===== config.mk =====
export PLATFORM = sky130hd
export DESIGN_NAME = uart_word_rx_flat
export DESIGN_NICKNAME = d
export VERILOG_FILES = /design/src/rtl/uart_pkg.sv /design/src/rtl/uart_word_rx_if.sv /design/src/rtl/uart_byte_rx.sv /design/src/rtl/uart_word_rx.sv /design/src/flat_wrapper.sv
export SDC_FILE = /design/constraint.sdc
export NUM_CORES = 1
export LEC_CHECK = 0
export ABC_AREA = 1
export CORE_MARGIN = 10
export CORE_UTILIZATION = 40
export CTS_CLUSTER_SIZE = 8
export DETAILED_ROUTE_END_ITERATION = 8
export PLACE_DENSITY = 0.65
export SYNTH_ARGS = -nofsm -noshare
export SYNTH_HDL_FRONTEND = slang
export SYNTH_SLANG_ARGS = --single-unit
export TNS_END_PERCENT = 1

===== constraint.sdc =====
create_clock -name clk -period 2.1 [get_ports clk]
set_clock_uncertainty 0.1 [all_clocks]
set_input_delay 0.42 -clock clk [delete_from_list [all_inputs] [get_ports clk]]
set_output_delay 0.42 -clock clk [all_outputs]
set_load 0.005 [all_outputs]

===== src/rtl/uart_pkg.sv =====
// Shared types and helpers for the UART word receiver.
// Holds the bit-FSM states and baud-counter sizing.
package uart_pkg;

  typedef enum logic [1:0] {
    IDLE,
    START,
    DATA,
    STOP
  } bit_state_t;

  function automatic int cycles_per_bit(
    input int clk_freq,
    input int bit_rate
  );
    return clk_freq / bit_rate;
  endfunction

  function automatic int cnt_width(
    input int clk_freq,
    input int bit_rate
  );
    return $clog2(cycles_per_bit(clk_freq, bit_rate));
  endfunction

endpackage


===== src/rtl/uart_word_rx_if.sv =====
// Word output handshake of the UART word receiver.
// master drives word_valid_o/word_o, slave drives word_ready_i.
interface uart_word_rx_if;
  logic        word_valid_o;
  logic        word_ready_i;
  logic [31:0] word_o;

  modport master (
    output word_valid_o,
    output word_o,
    input  word_ready_i
  );

  modport slave (
    input  word_valid_o,
    input  word_o,
    output word_ready_i
  );
endinterface


===== src/rtl/uart_byte_rx.sv =====
// 8N1 byte receiver: rx synchronizer, bit FSM, baud counter.
// Ports: clk, rst_n, rx in; byte_valid, byte_data, frame_error, idle out.
module uart_byte_rx
  import uart_pkg::*;
#(
  parameter int CLK_FREQ = 25000000,
  parameter int BIT_RATE = 9600
) (
  input  logic       clk,
  input  logic       rst_n,
  input  logic       rx,
  output logic       byte_valid,
  output logic [7:0] byte_data,
  output logic       frame_error,
  output logic       idle
);

  localparam int CPB = cycles_per_bit(CLK_FREQ, BIT_RATE);
  localparam int CW  = cnt_width(CLK_FREQ, BIT_RATE);
  localparam logic [CW-1:0] HALF_M1 = CW'(CPB / 2 - 1);
  localparam logic [CW-1:0] FULL_M1 = CW'(CPB - 1);

  logic          s1;
  logic          s2;
  logic          prev;
  bit_state_t    st;
  logic [CW-1:0] cnt;
  logic [2:0]    idx;
  logic [7:0]    sr;

  assign idle = (st == IDLE);

  // prev makes IDLE wait for a high-to-low edge, so a line
  // still low after a bad stop bit does not re-trigger.
  always_ff @(posedge clk or negedge rst_n) begin
    if (!rst_n) begin
      s1          <= 1'b1;
      s2          <= 1'b1;
      prev        <= 1'b1;
      st          <= IDLE;
      cnt         <= '0;
      idx         <= '0;
      sr          <= '0;
      byte_valid  <= 1'b0;
      byte_data   <= '0;
      frame_error <= 1'b0;
    end else begin
      s1          <= rx;
      s2          <= s1;
      prev        <= s2;
      byte_valid  <= 1'b0;
      frame_error <= 1'b0;
      unique case (st)
        IDLE: begin
          if (!s2 && prev) begin
            st  <= START;
            cnt <= HALF_M1;
          end
        end
        START: begin
          if (cnt == '0) begin
            if (s2) begin
              st <= IDLE;
            end else begin
              st  <= DATA;
              cnt <= FULL_M1;
              idx <= '0;
            end
          end else begin
            cnt <= cnt - 1'b1;
          end
        end
        DATA: begin
          if (cnt == '0) begin
            sr  <= {s2, sr[7:1]};
            cnt <= FULL_M1;
            idx <= idx + 1'b1;
            if (idx == 3'd7) st <= STOP;
          end else begin
            cnt <= cnt - 1'b1;
          end
        end
        STOP: begin
          if (cnt == '0) begin
            st <= IDLE;
            if (s2) begin
              byte_valid <= 1'b1;
              byte_data  <= sr;
            end else begin
              frame_error <= 1'b1;
            end
          end else begin
            cnt <= cnt - 1'b1;
          end
        end
        default: st <= IDLE;
      endcase
    end
  end

endmodule


===== src/rtl/uart_word_rx.sv =====
// UART word receiver: packs WORD_SIZE_BY bytes MSB first.
// Ports: clk, rst_n, rx, wif (master), error/timeout/overrun pulses.
module uart_word_rx
  import uart_pkg::*;
#(
  parameter int CLK_FREQ     = 25000000,
  parameter int BIT_RATE     = 9600,
  parameter int WORD_SIZE_BY = 4,
  parameter int TIMEOUT_BITS = 20
) (
  input  logic           clk,
  input  logic           rst_n,
  input  logic           rx,
  uart_word_rx_if.master wif,
  output logic           frame_error_o,
  output logic           timeout_o,
  output logic           overrun_o
);

  localparam int CPB   = cycles_per_bit(CLK_FREQ, BIT_RATE);
  localparam int LIMIT = TIMEOUT_BITS * CPB;

  logic        byte_valid;
  logic [7:0]  byte_data;
  logic        frame_error;
  logic        idle;

  logic [2:0]  cnt;
  logic [23:0] shift;
  logic [31:0] tcnt;
  logic [31:0] word_q;
  logic        vld;
  logic [23:0] base;
  logic [31:0] next_word;
  logic        last;

  uart_byte_rx #(
    .CLK_FREQ(CLK_FREQ),
    .BIT_RATE(BIT_RATE)
  ) u_byte (
    .clk        (clk),
    .rst_n      (rst_n),
    .rx         (rx),
    .byte_valid (byte_valid),
    .byte_data  (byte_data),
    .frame_error(frame_error),
    .idle       (idle)
  );

  assign wif.word_valid_o = vld;
  assign wif.word_o       = word_q;
  assign frame_error_o    = frame_error;

  // First byte of a word starts from a clean shift register,
  // which also keeps unused upper bytes at zero.
  assign base      = (cnt == 3'd0) ? 24'd0 : shift;
  assign next_word = {base, byte_data};
  assign last      = (cnt == 3'(WORD_SIZE_BY - 1));

  always_ff @(posedge clk or negedge rst_n) begin
    if (!rst_n) begin
      cnt       <= '0;
      shift     <= '0;
      tcnt      <= '0;
      word_q    <= '0;
      vld       <= 1'b0;
      timeout_o <= 1'b0;
      overrun_o <= 1'b0;
    end else begin
      timeout_o <= 1'b0;
      overrun_o <= 1'b0;
      if (vld && wif.word_ready_i) vld <= 1'b0;
      if (byte_valid) begin
        tcnt  <= '0;
        shift <= next_word[23:0];
        if (last) begin
          cnt <= '0;
          if (!vld || wif.word_ready_i) begin
            word_q <= next_word;
            vld    <= 1'b1;
          end else begin
            overrun_o <= 1'b1;
          end
        end else begin
          cnt <= cnt + 1'b1;
        end
      end else if (frame_error) begin
        cnt  <= '0;
        tcnt <= '0;
      end else if (!idle || cnt == 3'd0) begin
        tcnt <= '0;
      end else if (TIMEOUT_BITS != 0) begin
        if (tcnt == 32'(LIMIT - 1)) begin
          timeout_o <= 1'b1;
          cnt       <= '0;
          shift     <= '0;
          tcnt      <= '0;
        end else begin
          tcnt <= tcnt + 1'b1;
        end
      end
    end
  end

endmodule


===== src/flat_wrapper.sv =====
// flat-port wrapper written by rule: the top's interface ports become plain ports
module uart_word_rx_flat import uart_pkg::*;
#(
  parameter int CLK_FREQ     = 25000000,
  parameter int BIT_RATE     = 9600,
  parameter int WORD_SIZE_BY = 4,
  parameter int TIMEOUT_BITS = 20
)
  (clk, rst_n, rx, frame_error_o, timeout_o, overrun_o, wif_word_valid_o, wif_word_o, wif_word_ready_i);
  uart_word_rx_if wif_i ();
  input  logic clk;
  input  logic rst_n;
  input  logic rx;
  output logic frame_error_o;
  output logic timeout_o;
  output logic overrun_o;
  output wire logic [$bits(wif_i.word_valid_o)-1:0] wif_word_valid_o;
  output wire logic [$bits(wif_i.word_o)-1:0] wif_word_o;
  input wire logic [$bits(wif_i.word_ready_i)-1:0] wif_word_ready_i;
  assign wif_word_valid_o = wif_i.word_valid_o;
  assign wif_word_o = wif_i.word_o;
  assign wif_i.word_ready_i = wif_word_ready_i;
  uart_word_rx #(.CLK_FREQ(CLK_FREQ), .BIT_RATE(BIT_RATE), .WORD_SIZE_BY(WORD_SIZE_BY), .TIMEOUT_BITS(TIMEOUT_BITS)) u_core (.clk(clk), .rst_n(rst_n), .rx(rx), .wif(wif_i), .frame_error_o(frame_error_o), .timeout_o(timeout_o), .overrun_o(overrun_o));
endmodule

== After elaboration in Yosys (flattened, before gate mapping) ==
Index checks and enable logic that the tools add are counted.

* Magnitude comparators: 0
* Shift-type cells: 0
* Mux-type cells: 48
* Div/mod/pow operators: 0
* Equal/unequal tests: 17
* Bitwise operators: 0
* Multipliers: 0
* Add/sub/neg operators: 4
* Reductions and logical operators: 21

{| class="wikitable"
|+ Operator list
! kind !! count
|-
| 32-bit two-way mux || 4
|-
| 24-bit two-way mux || 5
|-
| 12-bit two-way mux || 5
|-
| 12-bit one-hot mux with 4 select lines || 1
|-
| 32-bit by 1-bit adder with 32-bit output (second input constant) || 1
|-
| 32-bit by 16-bit == test with 1-bit output (second input constant) || 1
|-
| 3-bit two-way mux || 8
|-
| 2-bit != test (second input constant) || 9
|-
| 1-bit two-way mux || 17
|-
| 12-bit zero test || 1
|-
| 2-bit two-way mux || 6
|-
| 3-bit AND reduction || 4
|-
| 12-bit by 1-bit subtractor with 12-bit output (second input constant) || 1
|-
| 2-bit one-hot mux with 4 select lines || 1
|-
| 3-bit by 1-bit adder with 3-bit output (second input constant) || 2
|-
| 3-bit != test (second input constant) || 2
|-
| 3-bit one-hot mux with 2 select lines || 1
|-
| 5-bit AND reduction || 1
|-
| 2-bit == test (second input constant) || 2
|-
| 2-bit AND reduction || 2
|-
| 4-bit AND reduction || 1
|-
| 2-bit nonzero test || 2
|-
| 3-bit by 2-bit == test with 1-bit output (second input constant) || 1
|-
| 3-bit == test (second input constant) || 1
|-
| other kinds (7) || 11
|}

* Logic and storage cells: 107
* Bits in read-only memories: 0
* Input bits: 4
* Output and inout port bits: 36
* Register bits: 132
* Memory bits (writable): 0
* Memories: 0
* Bits in latches: 0

== Logic depth before layout (Yosys ltp) ==
* Word-level depth: 6
* Mapped depth: 11

== By module ==
A second synthesis with hierarchy kept.

* Cells, all modules: 844
* Area total of the unflattened synthesis: 6657.6 um^2

{| class="wikitable"
|+ Modules (own cells, without submodules)
! module !! times used !! area each (um^2) !! cells an instance
|-
| uart_word_rx || 1 || 4643.2 || 609
|-
| uart_byte_rx || 1 || 2014.4 || 235
|}

== Worst setup path before layout ==
OpenSTA, ideal clock, no wires.

* Path kind: reg-to-reg
* Start: register u_core.u_byte.cnt[0]
* End: register u_core.u_byte.cnt[10]
* Clock period less this slack: 1701 ps
* Stages on the path, launching flop included: 12
* Setup time: 133 ps
* Arrival: 1468 ps
* Setup slack: 399 ps
* Path buffers: 0
* Data required time: 1867 ps
* Cells stage by stage: dfrtp_1 > inv_1 > ha_1 > inv_1 > nor2_1 > nand2_1 > nor2_1 > nand3_2 > nand2_4 > inv_1 > nor2_1 > a21oi_1

* Cells in the longest elaborated chain, start to end: 3

{| class="wikitable"
|+ RTL lines
! item !! RTL line !! RTL
|-
| start, declared || uart_byte_rx.sv:27 || <nowiki>logic [CW-1:0] cnt;</nowiki>
|-
| start signal, assigned || uart_byte_rx.sv:70 || <nowiki>cnt <= cnt - 1'b1;</nowiki>
|-
| start signal, assigned || uart_byte_rx.sv:80 || <nowiki>cnt <= cnt - 1'b1;</nowiki>
|-
| start signal, assigned || uart_byte_rx.sv:93 || <nowiki>cnt <= cnt - 1'b1;</nowiki>
|-
| 12-bit by 1-bit subtractor with 12-bit output / 12-bit zero test (equally long branches) || -- ||
|-
| 12-bit two-way mux, or another cell as far along || uart_byte_rx.sv:84 || <nowiki>if (cnt == '0) begin</nowiki>
|-
| 12-bit one-hot mux with 4 select lines / 3-bit AND reduction (equally long branches) || -- ||
|}

Parallel ways exist; a longest one is shown, timed or not. The select of a mux whose other input is x is not followed.
A chain may end at the register's enable or synchronous reset.

== Final worst setup path ==
* Start: register u_core.tcnt[0]
* End: register u_core.tcnt[22]

* Cells in the longest elaborated chain, start to end: 5

{| class="wikitable"
|+ RTL lines
! item !! RTL line !! RTL
|-
| start, declared || uart_word_rx.sv:30 || <nowiki>logic [31:0] tcnt;</nowiki>
|-
| start signal, assigned || uart_word_rx.sv:99 || <nowiki>tcnt <= tcnt + 1'b1;</nowiki>
|-
| 32-bit by 1-bit adder with 32-bit output / 32-bit by 16-bit == test with 1-bit output (equally long branches) || uart_word_rx.sv:99, uart_word_rx.sv:93 ||
|-
| 32-bit two-way mux * || uart_word_rx.sv:93 || <nowiki>if (tcnt == 32'(LIMIT - 1)) begin</nowiki>
|-
| 32-bit two-way mux * || uart_word_rx.sv:90 || <nowiki>end else if (!idle || cnt == 3'd0) begin</nowiki>
|-
| 32-bit two-way mux * || uart_word_rx.sv:87 || <nowiki>end else if (frame_error) begin</nowiki>
|-
| 32-bit two-way mux * || uart_word_rx.sv:73 || <nowiki>if (byte_valid) begin</nowiki>
|}

Mark *: on every way between the ends. The rest lies on a longest branch, timed or not.

==> reports/qor.csv <==
metric,value,unit
outcome,finished clean,
Starting Density,0.413,
GR Util met2,0.205,
worst-case clock buffer depth,2,
DP Wirelength,9680,um
setup TNS,0,ns
Inst Count DP,1031,
fin crit share,0.917,
final setup fails,0,
worst hold path type,flop to flop,
Clock transition at path regs,0.06,ns
I/O pins,40,
first-pass GRT wire length,23800,um
"Seq/Total Area, Yosys",0.521,
slew margin rel.,0.458,
CP Max Fanout,6,
Root Buffer,clkbuf_16,
post-route setup slack,0.174,ns
nets,856,
GR Overflow Total,0,
Final Max Tran Viols,0,
"Worst Path Class, Setup",flop to flop,
layout cells sized above 1,0.0938,
"EDFF count, synth",0,
PD cells,866,nW/um^2
H-Tree Depth,4,
leakage,3.56,nW
Worst EP arrival,2.13,ns
Synth async-reset ratio,1.00,
routability cong.,0.847,
worst slew pin tran,0.812,ns
fmax,519,MHz
post-synth top area share,0.509,
Critical Path Sink Type,flop,
Crit path required time,2.30,ns
GRT Overall Usage,0.134,
ant diodes,0,
initial antenna violation count,0,
Fill cells,1461,
GR Util met3,0.0357,
DR WL/cell,13.0,um
"area leader, netlist",dfrtp_1,
area grow syn2layout,20.4,%
critical path's slowest cell,dfrtp_1,
Mapped Area,6350,sq um
GRT busiest layer,met2,
met1 Use GR,0.180,
Synth Flop Type,dfrtp_1,
Final min period,1.93,ns
max incr delay on CP,0.37,ns
number of buffers created by CTS,17,
worst skew pair latency,0.42,ns
routed vias,5153,
Cell variety after synth,33,
Gate Count Post-Synth,786,
Initial DRC Count,375,
post-CTS setup buffer count,0,
crit start category,flop,
antenna-violating nets left,0,
CTS tree,built,
WP buf/inv,0,
Core Footprint,15400,sq um
syn nets,802,
critical path cell sequence,"ha_1, nand2_1, nor2_2, nand3_1, nor2_2, nand2_1, o21ai_0, nor2_1",
Rows,45,
area of the multi-input gates,2680,sq um
cell class contributing the biggest share of worst-path delay,simple AND/OR/NAND/NOR gates,
most numerous cell in the Yosys netlist,nand2_1,
final non-filler cell total,1064,
CTS Sinks,132,
Synth area leaders,"dfrtp_1 (51%), nand2_1 (14%), nand3_1 (7.3%)",
largest net degree at the start of global routing,43,
number of vias per cell,4.84,
max_cap viols,0,
"Warnings, synthesis",0,
die height,146,um
register bit total from synthesis,132,
synth cell count leaders,"nand2_1 (234), dfrtp_1 (129), nor2_1 (115), nand3_1 (93), inv_1 (62)",
Mapped Avg Cell Area,8.08,sq um
Sequential cell area,3310,sq um
number of global-route vias before repair,4913,
IO Port Bufs,39,
Pre-antenna DRT Iters,5,
final WL,13800,um
RSZ-0062 raised after global routing,false,
chip width,146,um
Die ar.,21300,sq um
Setup WS pre-CTS,0.148,ns
DRC Markers,0,
peak supply drop,604,uV
Fin. Hold Viols,0,
-- registers in the layout, indices dropped and copies added (netlist names), 3 cells and up, named ones only --
register and cells:
u_core.wif.word_o 32, u_core.u_byte.sr 8, u_core.u_byte.idx 3, u_core.tcnt 32
u_core.u_byte.cnt 12, u_core.cnt 3, u_core.shift 24, u_core.u_byte.byte_data 8
-- metal layers --
metal | vias to the layer above | routed length [um]
met2 | 76 | 6350
met1 | 2446 | 6870
met4 | 0 | 136
li1 | 2622 | -
met5 | - | 0
met3 | 9 | 488
-- metrics by stage --
stage	hold WS (ns)	utilization	instance area (sq um)	total power [W]
2_1_floorplan	0.0244	-	6350	0.00349
3_3_place_gp	0.245	0.459	7050	0.00377
3_5_place_dp	0.247	0.459	7050	0.00378
4_1_cts	0.255	0.497	7640	0.00668
5_1_grt	0.268	0.497	7640	0.00696
6_report	0.254	0.497	7640	0.00662
-- power by group --
| part | leakage (nW) | switching, W | internal [W] |
|---|---|---|---|
| clock | 0.271 | 0.00111 | 0.00177 |
| sequential | 1.82 | 0.000109 | 0.00264 |
| combinational | 1.47 | 0.000657 | 0.000334 |
-- cells by family (layout without fill, tap and decap cells) --
family          Yosys count  count (layout)  share of synthesized area
fa+ha+maj                12              12                     0.0237
xor+xnor                 15              15                     0.0207
simple gates            490             490                      0.336
buf+inv                  86             153                     0.0572
compound gates           51              51                     0.0420
flops                   132             132                      0.521
-- final timing paths --
path	start	to	slack, ns	cells past startpoint
max reg2reg	u_core.tcnt[0]$_DFF_PN0_	u_core.tcnt[22]$_DFF_PN0_	0.17	8
min in group asynchronous	rst_n	u_core.u_byte.cnt[2]$_DFFE_PN0P_	0.39	2
max	u_core.tcnt[0]$_DFF_PN0_	u_core.tcnt[22]$_DFF_PN0_	0.17	8
min	u_core.u_byte.s1$_DFF_PN1_	u_core.u_byte.s2$_DFF_PN1_	0.25	0
max in group asynchronous	rst_n	u_core.u_byte.prev$_DFF_PN1_	0.94	3
min reg2reg	u_core.u_byte.s1$_DFF_PN1_	u_core.u_byte.s2$_DFF_PN1_	0.25	0
-- layout make-up --
type,count,area share
repair buffers,56,0.0748
inverters,65,0.0319
clock inverters,13,0.0177
well taps,211,0.0345
flip-flops and latches,132,0.433
clock buffers,19,0.0579
multi-input cells,568,0.351
-- timing repair --
item                                   4_1_cts  5_1_grt
hold buffers                                 1        0
endpoints found under the hold margin       35        0
resized for setup                            0        1
setup endpoints to repair                    0        3
-- cell usage in the layout (no fill, tap or decap), types with 3 or more instances in the layout --
cell	instances
inv_1	62
ha_1	12
nand3_2	7
dfrtp_1	129
clkbuf_16	17
clkinvlp_4	5
o21ai_0	33
nor2_1	114
nor2_2	9
buf_4	12
nor3_1	7
inv_2	3
a21oi_1	13
xnor2_1	3
xor2_1	12
nand4_1	14
nand2_1	234
dfstp_2	3
nand2_2	4
nand3_1	93
clkdlybuf4s50_1	38
clkinv_2	4
buf_12	4
(Power assumes the default switching activity.)
